`src/rtl/crc_append.sv`:
```
// crc_append: configurable pad+CRC appender (i_clk,i_reset_n,i_ce,i_en,i_v,i_d -> o_v,o_d,o_busy,o_overrun; CRC_APPEND_STATUS_EN adds o_done,o_len)
module crc_append #(
  parameter int          CRC_BITS    = 32,
  parameter logic [31:0] POLY        = 32'h04c1_1db7,
  parameter logic [31:0] INIT        = 32'hffff_ffff,
  parameter logic [31:0] XOROUT      = 32'hffff_ffff,
  parameter bit          REFLECT     = 1'b1,
  parameter int          MIN_PAYLOAD = 60,
  parameter int          LGMAXLEN    = 11
) (
  input  logic       i_clk,
  input  logic       i_reset_n,
  input  logic       i_ce,
  input  logic       i_en,
  input  logic       i_v,
  input  logic [7:0] i_d,
  output logic       o_v,
  output logic [7:0] o_d,
  output logic       o_busy,
  output logic       o_overrun
`ifdef CRC_APPEND_STATUS_EN
  ,
  output logic                o_done,
  output logic [LGMAXLEN-1:0] o_len
`endif
);
  localparam int W = CRC_BITS;
  localparam int NB = W / 8;
  localparam int IW = $clog2(NB + 1);
  localparam logic [W-1:0] P = POLY[W-1:0];
  localparam logic [W-1:0] I = INIT[W-1:0];
  localparam logic [W-1:0] XO = XOROUT[W-1:0];
  function automatic logic [W-1:0] rev(input logic [W-1:0] x);
    logic [W-1:0] r;
    for (int i = 0; i < W; i++) r[i] = x[W-1-i];
    return r;
  endfunction
  localparam logic [W-1:0] RP = rev(P);
  function automatic logic [W-1:0] crc_upd(input logic [W-1:0] c, input logic [7:0] b);
    logic [W-1:0] r;
    r = REFLECT ? c ^ W'(b) : c ^ (W'(b) << (W - 8));
    for (int i = 0; i < 8; i++)
      r = REFLECT ? (r[0] ? (r >> 1) ^ RP : r >> 1) : (r[W-1] ? (r << 1) ^ P : r << 1);
    return r;
  endfunction
  function automatic logic [7:0] crc_byte(input logic [W-1:0] c, input int k);
    logic [W-1:0] s;
    s = REFLECT ? (c ^ XO) >> (8 * k) : (c ^ XO) >> (W - 8 - 8 * k);
    return s[7:0];
  endfunction
  typedef enum logic [2:0] {S_WAITIDLE, S_IDLE, S_DATA, S_PAD, S_CRC} state_t;
  state_t              state;
  logic [W-1:0]        crc;
  logic [LGMAXLEN-1:0] count;
  logic [IW-1:0]       idx;
  logic                en_r;
  always_ff @(posedge i_clk) begin
    o_overrun <= 1'b0;
`ifdef CRC_APPEND_STATUS_EN
    o_done <= 1'b0;
`endif
    if (!i_reset_n) begin
      state  <= S_WAITIDLE;
      crc    <= I;
      count  <= '0;
      idx    <= '0;
      en_r   <= 1'b0;
      o_v    <= 1'b0;
      o_d    <= 8'h00;
      o_busy <= 1'b0;
`ifdef CRC_APPEND_STATUS_EN
      o_len  <= '0;
`endif
    end else if (i_ce) begin
      case (state)
        S_WAITIDLE: begin
          o_v <= 1'b0;
          if (!i_v) state <= S_IDLE;
        end
        S_IDLE: begin
          o_v <= i_v;
          if (i_v) begin
            en_r  <= i_en;
            o_d   <= i_d;
            crc   <= crc_upd(I, i_d);
            count <= LGMAXLEN'(1);
            state <= S_DATA;
          end
        end
        S_DATA: begin
          if (i_v) begin
            o_v   <= 1'b1;
            o_d   <= i_d;
            crc   <= crc_upd(crc, i_d);
            count <= (count == '1) ? count : count + 1'b1;
          end else if (!en_r) begin
            o_v   <= 1'b0;
            state <= S_IDLE;
`ifdef CRC_APPEND_STATUS_EN
            o_done <= 1'b1;
            o_len  <= count;
`endif
          end else if (int'(count) < MIN_PAYLOAD) begin
            o_v    <= 1'b1;
            o_d    <= 8'h00;
            crc    <= crc_upd(crc, 8'h00);
            count  <= count + 1'b1;
            idx    <= '0;
            o_busy <= 1'b1;
            state  <= (int'(count) + 1 >= MIN_PAYLOAD) ? S_CRC : S_PAD;
          end else begin
            o_v    <= 1'b1;
            o_d    <= crc_byte(crc, 0);
            idx    <= IW'(1);
            o_busy <= 1'b1;
            state  <= S_CRC;
`ifdef CRC_APPEND_STATUS_EN
            if (NB == 1) begin
              o_done <= 1'b1;
              o_len  <= count;
            end
`endif
          end
        end
        S_PAD: begin
          o_overrun <= i_v;
          o_v       <= 1'b1;
          o_d       <= 8'h00;
          crc       <= crc_upd(crc, 8'h00);
          count     <= count + 1'b1;
          idx       <= '0;
          state     <= (int'(count) + 1 >= MIN_PAYLOAD) ? S_CRC : S_PAD;
        end
        S_CRC: begin
          o_overrun <= i_v;
          if (idx == IW'(NB)) begin
            // a byte arriving here belongs to a packet already under way, so skip it entirely
            o_v    <= 1'b0;
            o_busy <= 1'b0;
            state  <= i_v ? S_WAITIDLE : S_IDLE;
          end else begin
            o_v <= 1'b1;
            o_d <= crc_byte(crc, int'(idx));
            idx <= idx + 1'b1;
`ifdef CRC_APPEND_STATUS_EN
            if (int'(idx) == NB - 1) begin
              o_done <= 1'b1;
              o_len  <= count;
            end
`endif
          end
        end
        default: state <= S_WAITIDLE;
      endcase
    end
  end
endmodule

```
`config.mk`:
```
export PLATFORM = sky130hd
export DESIGN_NAME = crc_append
export DESIGN_NICKNAME = d
export VERILOG_FILES = /design/src/rtl/crc_append.sv
export SDC_FILE = /design/constraint.sdc
export NUM_CORES = 1
export LEC_CHECK = 0
export CORE_ASPECT_RATIO = 1.25
export CORE_MARGIN = 5
export CORE_UTILIZATION = 33
export CTS_CLUSTER_SIZE = 14
export DETAILED_ROUTE_END_ITERATION = 7
export GPL_ROUTABILITY_DRIVEN = 0
export GPL_TIMING_DRIVEN = 0
export PLACE_DENSITY = 0.58
export SLEW_MARGIN = 25
export SYNTH_ARGS = -nofsm -noshare
export SYNTH_HDL_FRONTEND = slang
export SYNTH_SLANG_ARGS = --single-unit
```
`constraint.sdc`:
```
create_clock -name i_clk -period 2.2 [get_ports i_clk]
set_input_delay 0.44 -clock i_clk [delete_from_list [all_inputs] [get_ports i_clk]]
set_output_delay 0.44 -clock i_clk [all_outputs]
set_load 0.02 [all_outputs]
```
### Yosys cells after proc, flatten, opt, wreduce, memory -nomap -nowiden

Cells that the tools add are included.

| word-level totals | value |
|---|---|
| register bits | 61 |
| input bits | 13 |
| word-level logic and storage cells | 136 |

| operators by class | value |
|---|---|
| add/subtract/negate cells | 3 |
| $lt $le $gt $ge | 2 |
| eq/ne operators | 15 |
| shift-type cells | 1 |
| muxes and demuxes | 63 |
| bitwise operators | 27 |
| reductions and logical operators | 16 |

Operators by type and width:

| operator | number |
|---|---|
| 32-bit two-way mux | 28 |
| 13-bit NOT with 14-bit output | 24 |
| 32-bit one-hot mux with 3 select lines | 1 |
| 11-bit two-way mux | 5 |
| 8-bit two-way mux | 5 |
| 11-bit one-hot mux with 3 select lines | 1 |
| 32-bit NOT | 1 |
| 8-bit NOT with 32-bit output | 1 |
| 8-bit one-hot mux with 4 select lines | 1 |
| 32-bit by 6-bit >> shifter with 8-bit output | 1 |
| 32-bit by 8-bit bitwise XOR with 32-bit output | 1 |
| 3-bit two-way mux | 10 |
| 5-bit AND reduction | 5 |
| 3-bit one-hot mux with 5 select lines | 1 |
| 11-bit by 1-bit adder with 12-bit output, second input constant | 1 |
| 12-bit by 6-bit >= comparator with 1-bit output, second input constant | 1 |
| 2-bit != test, second input constant | 6 |
| 11-bit by 1-bit adder with 11-bit output, second input constant | 1 |
| 11-bit == test, second input constant | 1 |
| 11-bit by 6-bit < comparator with 1-bit output, second input constant | 1 |
| 3-bit != test, second input constant | 3 |
| 3-bit one-hot mux with 3 select lines | 1 |
| 1-bit two-way mux | 8 |
| 3-bit by 2-bit == test with 1-bit output, second input constant | 2 |
| other kinds (14) | 17 |

### Depth between registers and ports, before layout

Gate-level depths: netlist of the first run.

| logic depth | value |
|---|---|
| depth after elaboration | 20 |
| mapped depth | 10 |
| gate-level depth less buffers | 8 |

### Worst setup path after synthesis of the first run

No wires, ideal clock.

| path | value |
|---|---|
| path type | input to register |
| from | input port i_d[5] |
| to | register crc[22] |
| arrival | 2.169 ns |
| slack | -0.064 ns |
| stages on the path | 8 |
| path buffers | 1 |
| cells stage by stage | buf_2 xnor3_1 xnor2_1 xnor2_1 xnor2_1 xor2_1 nor2_1 o311ai_1 |

| between the ends | value |
|---|---|
| longest elaborated chain between the ends | 12 |
| elaborated cells on any way between the ends | 23 |

RTL lines:

| what | RTL line | source |
|---|---|---|
| start: declaration | 16 | `input logic [7:0] i_d,` |
| 32-bit by 8-bit bitwise XOR with 32-bit output or 8-bit NOT with 32-bit output (tied branches) | -- |  |
| 32-bit two-way mux (6 in a row) | 43 | `r = REFLECT ? (r[0] ? (r >> 1) ^ RP : r >> 1) : (r[W-1] ? (r << 1) ^ P : r << 1);` |
| 13-bit NOT with 14-bit output (no source line) | -- |  |
| 32-bit two-way mux (2 in a row) | 43 |  |
| 32-bit two-way mux, on equally long branches | 91, 82 |  |
| 32-bit one-hot mux with 3 select lines (*) | 75 | `case (state)` |
| end signal: assignment | 85 | `crc <= crc_upd(I, i_d);` |
| end signal: assignment | 94 | `crc <= crc_upd(crc, i_d);` |
| end signal: assignment | 106 | `crc <= crc_upd(crc, 8'h00);` |
| end: declaration | 53 | `logic [W-1:0] crc;` |

Mark *: on every way between the ends. The rest lies on a longest branch, timed or not. The select of a mux whose other input is x is not followed.
A chain may end at the register's enable or synchronous reset.

### Worst setup path in the final report of the first run

| path | value |
|---|---|
| from | register state[2] |
| to | register o_d[7] |

| between the ends | value |
|---|---|
| longest elaborated chain between the ends | 3 |
| elaborated cells on any way between the ends | 10 |

RTL lines:

| what | RTL line | source |
|---|---|---|
| start: declaration | 52 | `state_t state;` |
| start signal: assignment | 110 | `state <= (int'(count) + 1 >= MIN_PAYLOAD) ? S_CRC : S_PAD;` |
| start signal: assignment | 132 | `state <= (int'(count) + 1 >= MIN_PAYLOAD) ? S_CRC : S_PAD;` |
| start signal: assignment | 140 | `state <= i_v ? S_WAITIDLE : S_IDLE;` |
| 3-bit by 2-bit == test with 1-bit output (tied with other cells) | 75 |  |
| 3-bit != test (no source line) (tied with other cells) | -- |  |
| 5-bit AND reduction (no source line) | -- |  |
| end signal: assignment | 84 | `o_d <= i_d;` |
| end signal: assignment | 93 | `o_d <= i_d;` |
| end signal: assignment | 113 | `o_d <= crc_byte(crc, 0);` |
| end: declaration | 18 | `output logic [7:0] o_d,` |

Several ways; a longest one is shown, not always the timed one.

==> results.toml, run 1 <==
[logic_synthesis]
synth_edf_count = 0
yosys.area.top_type = "dfxtp_1"
syn_area_sq_um = 5116
synth_cell_type_count = 62
yosysWarnings = 0
seq_area_frac_synth_pct = 23.87
netlist.area_leader.share_pct = 23.87
syn-num-nets = 668
ys_ff_latch = 61
synth_area_leaders = "dfxtp_1, xnor2_1, xor2_1, o21ai_0, nand2_1"
netlist_instances = 652
syn_avg_cell_area_sq_um = 7.847
synth-main-ff-cell = "dfxtp_1"
postSynth.asyncResetShare_pct = 0

[sta]
worst_slew_pin_slew_ns = 0.6352
period_needed_ns = 2.163
fmax_mhz = 462.3
rsz0062_at_grt = "yes"
finClkSkew_ns = 0.009554
finalSetupTns_ns = 0
slew_violations = 0
finalSetupViolCount = 0
hold_viol = 0
layout_worst_path_cycle_share_pct = 98.33
slew_headroom_pct = 57.65

[detailed_routing]
drt-vias-per-instance = 5.872
drtIter0Drc = 692
wl_per_cell_um = 20.36
drcViolationCount = 0
dr.pass1.iters = 5
ant_nets = 0
num_vias = 5385
wl_mm = 18.67

[clock_network]
htree_levels = 3
ctsRootBufferMaster = "clkbuf_16"
clkTransAtPathRegs_ns = 0.06
clock_path_buffers = 2
cts_tree = "yes"
cts-buffers-inserted = 9
clkSinkCount = 61
insertion_delay_ns = 0.35

[run_status]
status = "complete, no violations"

[setup_path]
critPathMaxStageDelay_ns = 0.40
r2r_end = "o_d[7]"
crit_path_end = "o_d[7]"
reg2reg_depth = 6
cp.required_ns = 2.44
reg2reg_setup_slack_ns = 0.04
arrival_ns = 2.40
crit_path_start = "state[2]"
reg2reg_from = "state[2]"
cpMaxStageDelayCell = "a221oi_1"
crit_path_start_kind = "flop"
endpoint_kind = "flop"
crit_type = "reg2reg"
crit_chain = "nand2b_2, nor2_2, nor2_1, a221oi_1, nand2_1, o211a_1"
crit_fanout = 10

[grt]
grt_max_degree = 11
grt_pass1_vias = 4969
overflow = 0
groute.usage.overall_pct = 20.44
grt_pass1_wl_mm = 28.41
antenna_found_initial = 0

[floorplan]
start_util_pct = 33.27
die_area_sq_um = 18110
rows = 51
core_sq_um = 15380
io_pins = 24
die_h_um = 149.2
die_w_um = 121.4

[layout]
nets = 716
final_common_cell = "xnor2_1"
antenna_cells = 0
drive_gt1_share_pct = 20.00
fin_cells = 917
layout_common_cells = "xnor2_1, nand2_1, nor2_1, dfxtp_1, o21ai_0"
synthToLayoutAreaGrowth_pct = 28.39

[power]
power_mw = 3.888
leakage_nw = 2.463
power.density_nw_per_um2 = 591.9
ir_drop_uv = 370.3

[worst_hold_path]
hold_start = "o_busy"
hold_path_class = "reg2reg"

[placement]
dpl.hpwl_mm = 12.72
dp.cells = 881
portBuffers = 17

[flow_run]
max_cap_viol_count = 0
[registers in the layout (all words and copies together), names as in the netlist]
name	count
o_v	1
o_busy	1
idx	3
state	3
count	11
en_r	1
crc	32
o_overrun	1
o_d	8
[where the power goes]
group,leakage (nW),switching (mW),total (mW),internal [mW]
logic,1.81,0.653,1.16,0.512
clock network,0.153,0.576,1.56,0.987
registers,0.497,0.0288,1.16,1.13
[worst max-delay path: cells and delay by family, from the launching register on]
family | cells | cell delay (ns)
simple gates | 4 | 1.10
flops | 1 | 0.39
compound gates | 2 | 0.54
[cells by family after synthesis]
| group | count (synthesis) | synth area share [%] |
|---|---|---|
| AOI/OAI and AO/OA | 176 | 22.72 |
| xor gates and xnor gates | 142 | 26.17 |
| adders and majority gates | 3 | 0.7338 |
| buffers and inverters | 64 | 5.062 |
| DFF | 61 | 23.87 |
| muxes | 13 | 4.524 |
| and+or+nand+nor | 193 | 16.92 |
[worst min path at each step]
stage	cells after the start	slack [ns]	to
2_1_floorplan	2	0.47	crc[16]
4_1_cts	1	0.50	o_d[6]
5_1_grt	1	0.51	o_d[6]
3_3_place_gp	1	0.48	o_d[0]
3_5_place_dp	2	0.49	o_busy
6_report	2	0.49	o_busy
[synth_stat cells (9+ instances only)]
cell and n:
nand2_1 65, xor2_1 36, a21oi_1 28, nand3_1 25, xnor2_1 98, buf_2 11, nor3_1 9, inv_1 10
o21ai_0 50, clkbuf_1 36, and2_1 9, dfxtp_1 61, o211ai_1 14, a211oi_1 16, nor2_1 59, o31ai_1 9
nor2b_1 9
[layer usage]
layer | vias to the layer above | wire length [um] | share of wire [%] | global-route usage [%]
li1 | 2392 | - | - | -
met1 | 2595 | 7143 | 38 | 25.15
met2 | 315 | 8973 | 48 | 33.64
met3 | 83 | 1560 | 8.4 | 3.642
met4 | 0 | 989 | 5.3 | 11.27
met5 | - | 0 | 0 | 0
[final cells by class]
class / count / area [sq um]
clock buffer: 11 / 232.7
multi-input combinational: 527 / 4046
clock inverter: 5 / 75.07
sequential: 61 / 1231
buffer: 47 / 301.5
tap: 212 / 265.3
timing repair buffer: 43 / 372.9
inverter: 11 / 43.79
fill: 1528 / 8810
[stage by stage]
stage / worst slack [ns] / cell area, sq um / util [%] / hold slack [ns]
4_1_cts: 0.0003160 / 6287 / 40.88 / 0.5005
3_3_place_gp: -1.206 / 5600 / 36.42 / 0.4829
3_5_place_dp: -1.182 / 5600 / 36.42 / 0.4851
6_report: 0.03683 / 6569 / 42.71 / 0.4874
2_1_floorplan: -0.01905 / 5165 / - / 0.4740
5_1_grt: -0.05154 / 6569 / 42.71 / 0.5064
[timing repair]
| item | CTS | global route |
|---|---|---|
| pin swaps | 10 | 10 |
| hold buffers | 0 | 0 |
| resized for setup | 71 | 51 |
| setup buffers | 16 | 10 |
| setup endpoints to repair | 56 | 42 |
| hold endpoints to repair | 0 | 0 |
No activity file was read; power rests on OpenSTA's default activity.
==> run 2, diff against run 1 <==
--- a/config.mk
+++ b/config.mk
@@ -5,6 +5,8 @@
 export SDC_FILE = /design/constraint.sdc
 export NUM_CORES = 1
 export LEC_CHECK = 0
+export CELL_PAD_IN_SITES_DETAIL_PLACEMENT = 1
+export CELL_PAD_IN_SITES_GLOBAL_PLACEMENT = 2
 export CORE_ASPECT_RATIO = 1.25
 export CORE_MARGIN = 5
 export CORE_UTILIZATION = 33
@@ -12,7 +14,7 @@
 export DETAILED_ROUTE_END_ITERATION = 7
 export GPL_ROUTABILITY_DRIVEN = 0
 export GPL_TIMING_DRIVEN = 0
-export PLACE_DENSITY = 0.58
+export PLACE_DENSITY = 0.83
 export SLEW_MARGIN = 25
 export SYNTH_ARGS = -nofsm -noshare
 export SYNTH_HDL_FRONTEND = slang
==> results.toml, run 2 (synthesis results as in run 1) <==
[run_status]
status = "complete, no violations"

[sta]
layout_worst_path_cycle_share_pct = 99.83
hold_viol = 0
slew_violations = 0
finalSetupViolCount = 0
fmax_mhz = 455.3
slew_headroom_pct = 57.16
worst_slew_pin_slew_ns = 0.6426
finalSetupTns_ns = 0
rsz0062_at_grt = "yes"
finClkSkew_ns = 0.01566
period_needed_ns = 2.196
whs_ns = 0.5025

[detailed_routing]
drt-vias-per-instance = 5.735
dr.pass1.iters = 5
wl_mm = 21.22
ant_nets = 0
drtIter0Drc = 419
wl_per_cell_um = 23.14
drcViolationCount = 0
num_vias = 5259

[grt]
grt_max_degree = 11
grt_pass1_vias = 5535
grt_pass1_wl_mm = 32.09
overflow = 0
groute.usage.overall_pct = 23.41
antenna_found_initial = 0

[clock_network]
cts_hold_buffers = 0
insertion_delay_ns = 0.36
htree_levels = 3
clock_path_buffers = 2
cts_tree = "yes"
clkTransAtPathRegs_ns = 0.06
ctsRootBufferMaster = "clkbuf_16"
cts-buffers-inserted = 9
clkSinkCount = 61

[floorplan]
die_w_um = 121.4
start_util_pct = 33.27
die_area_sq_um = 18110
rows = 51
io_pins = 24
die_h_um = 149.2
core_sq_um = 15380

[placement]
dp.cells = 881
place_area_sq_um = 5600
dpl.hpwl_mm = 14.66
portBuffers = 17

[layout]
synthToLayoutAreaGrowth_pct = 28.61
nets = 716
regMostFlops = "crc"
final_common_cell = "xnor2_1"
top_regs = "crc x32, count x11, o_d x8"
largest_reg_flops = 32
fin_cells = 917
drive_gt1_share_pct = 20.85
fin_area_sq_um = 6580
layout_common_cells = "xnor2_1, nand2_1, dfxtp_1, nor2_1, o21ai_0"
antenna_cells = 0

[setup_path]
crit_chain = "clkdlybuf4s18_2, xor2_4, xor2_4, buf_4, xnor2_2, xnor2_1, a211oi_1, o21ai_0"
crit_type = "in2reg"
critPathMaxStageDelay_ns = 0.35
endpoint_kind = "flop"
cpMostUsedCell = "xor2_4"
cp.required_ns = 2.40
crit_fanout = 4
arrival_ns = 2.40
cpMaxStageDelayCell = "clkdlybuf4s18_2"
crit_path_start_kind = "primary input"

[power]
power.density_nw_per_um2 = 612.2
ir_drop_uv = 310.6
leakage_nw = 2.494
power_mw = 4.028

[worst_hold_path]
hold_path_class = "reg2reg"

[flow_run]
max_cap_viol_count = 0
==> run 2: cell types whose count changed in the layout (fill, tap and decap cells not counted), moves of 3 or more <==
cell and delta:
buf_4 +5, o21ai_0 -4, dfxtp_1 +3, o21ai_1 +4, dfxtp_2 -3
==> run 2: layout make-up <==
type | count | area, sq um
flip-flops and latches | 61 | 1227
clock inverters | 4 | 70.07
multi-input cells | 527 | 4078
repair buffers | 44 | 370.4
fillers | 1807 | 8798
plain buffers | 46 | 269.0
inverters | 11 | 43.79
well taps | 212 | 265.3
clock buffers | 12 | 256.5
==> run 2: what timing repair did <==
| action | 4_1_cts | 5_1_grt |
|---|---|---|
| setup endpoints to repair | 58 | 43 |
| pin swaps | 10 | 14 |
| setup buffers | 14 | 13 |
| cloned | 0 | 0 |
| resized for setup | 79 | 45 |
==> run 2: through the flow <==
step	worst slack [ns]	util (%)
after floorplan	-0.01905	-
after global placement	-1.216	36.42
after detailed placement	-1.276	36.42
after CTS	-0.01039	41.18
after global routing	-0.08210	42.79
final	0.003731	42.79
==> run 2: critical path: cells and delay by family <==
| family | cells | cell delay (ns) |
|---|---|---|
| AOI/OAI and AO/OA | 2 | 0.48 |
| xor gates and xnor gates | 4 | 0.91 |
| buffers and inverters | 2 | 0.54 |
==> run 2: path summary, 6_finish.rpt <==
check                           slack, ns      end   start  cells past startpoint
worst max-delay path                0.004  crc[21]  i_d[1]                      8
worst min-delay path                 0.50   o_d[4]  o_d[4]                      1
worst max register to register       0.01  crc[21]  crc[1]                      8
worst min register to register       0.50   o_d[4]  o_d[4]                      1
==> run 2: per-layer routing <==
layer	routed length (um)	up-vias	part of all wire, %	track usage [%]
li1	-	2391	-	-
met1	8439	2651	40	26.74
met2	10910	150	51	41.38
met3	896	67	4.2	4.476
met4	969	0	4.6	11.60
met5	0	-	0	0
==> run 2: where the power goes <==
group	leakage, nW	internal, mW	switching (mW)
Combinational	1.84	0.542	0.682
Sequential	0.495	1.13	0.0311
Clock	0.163	1.05	0.590
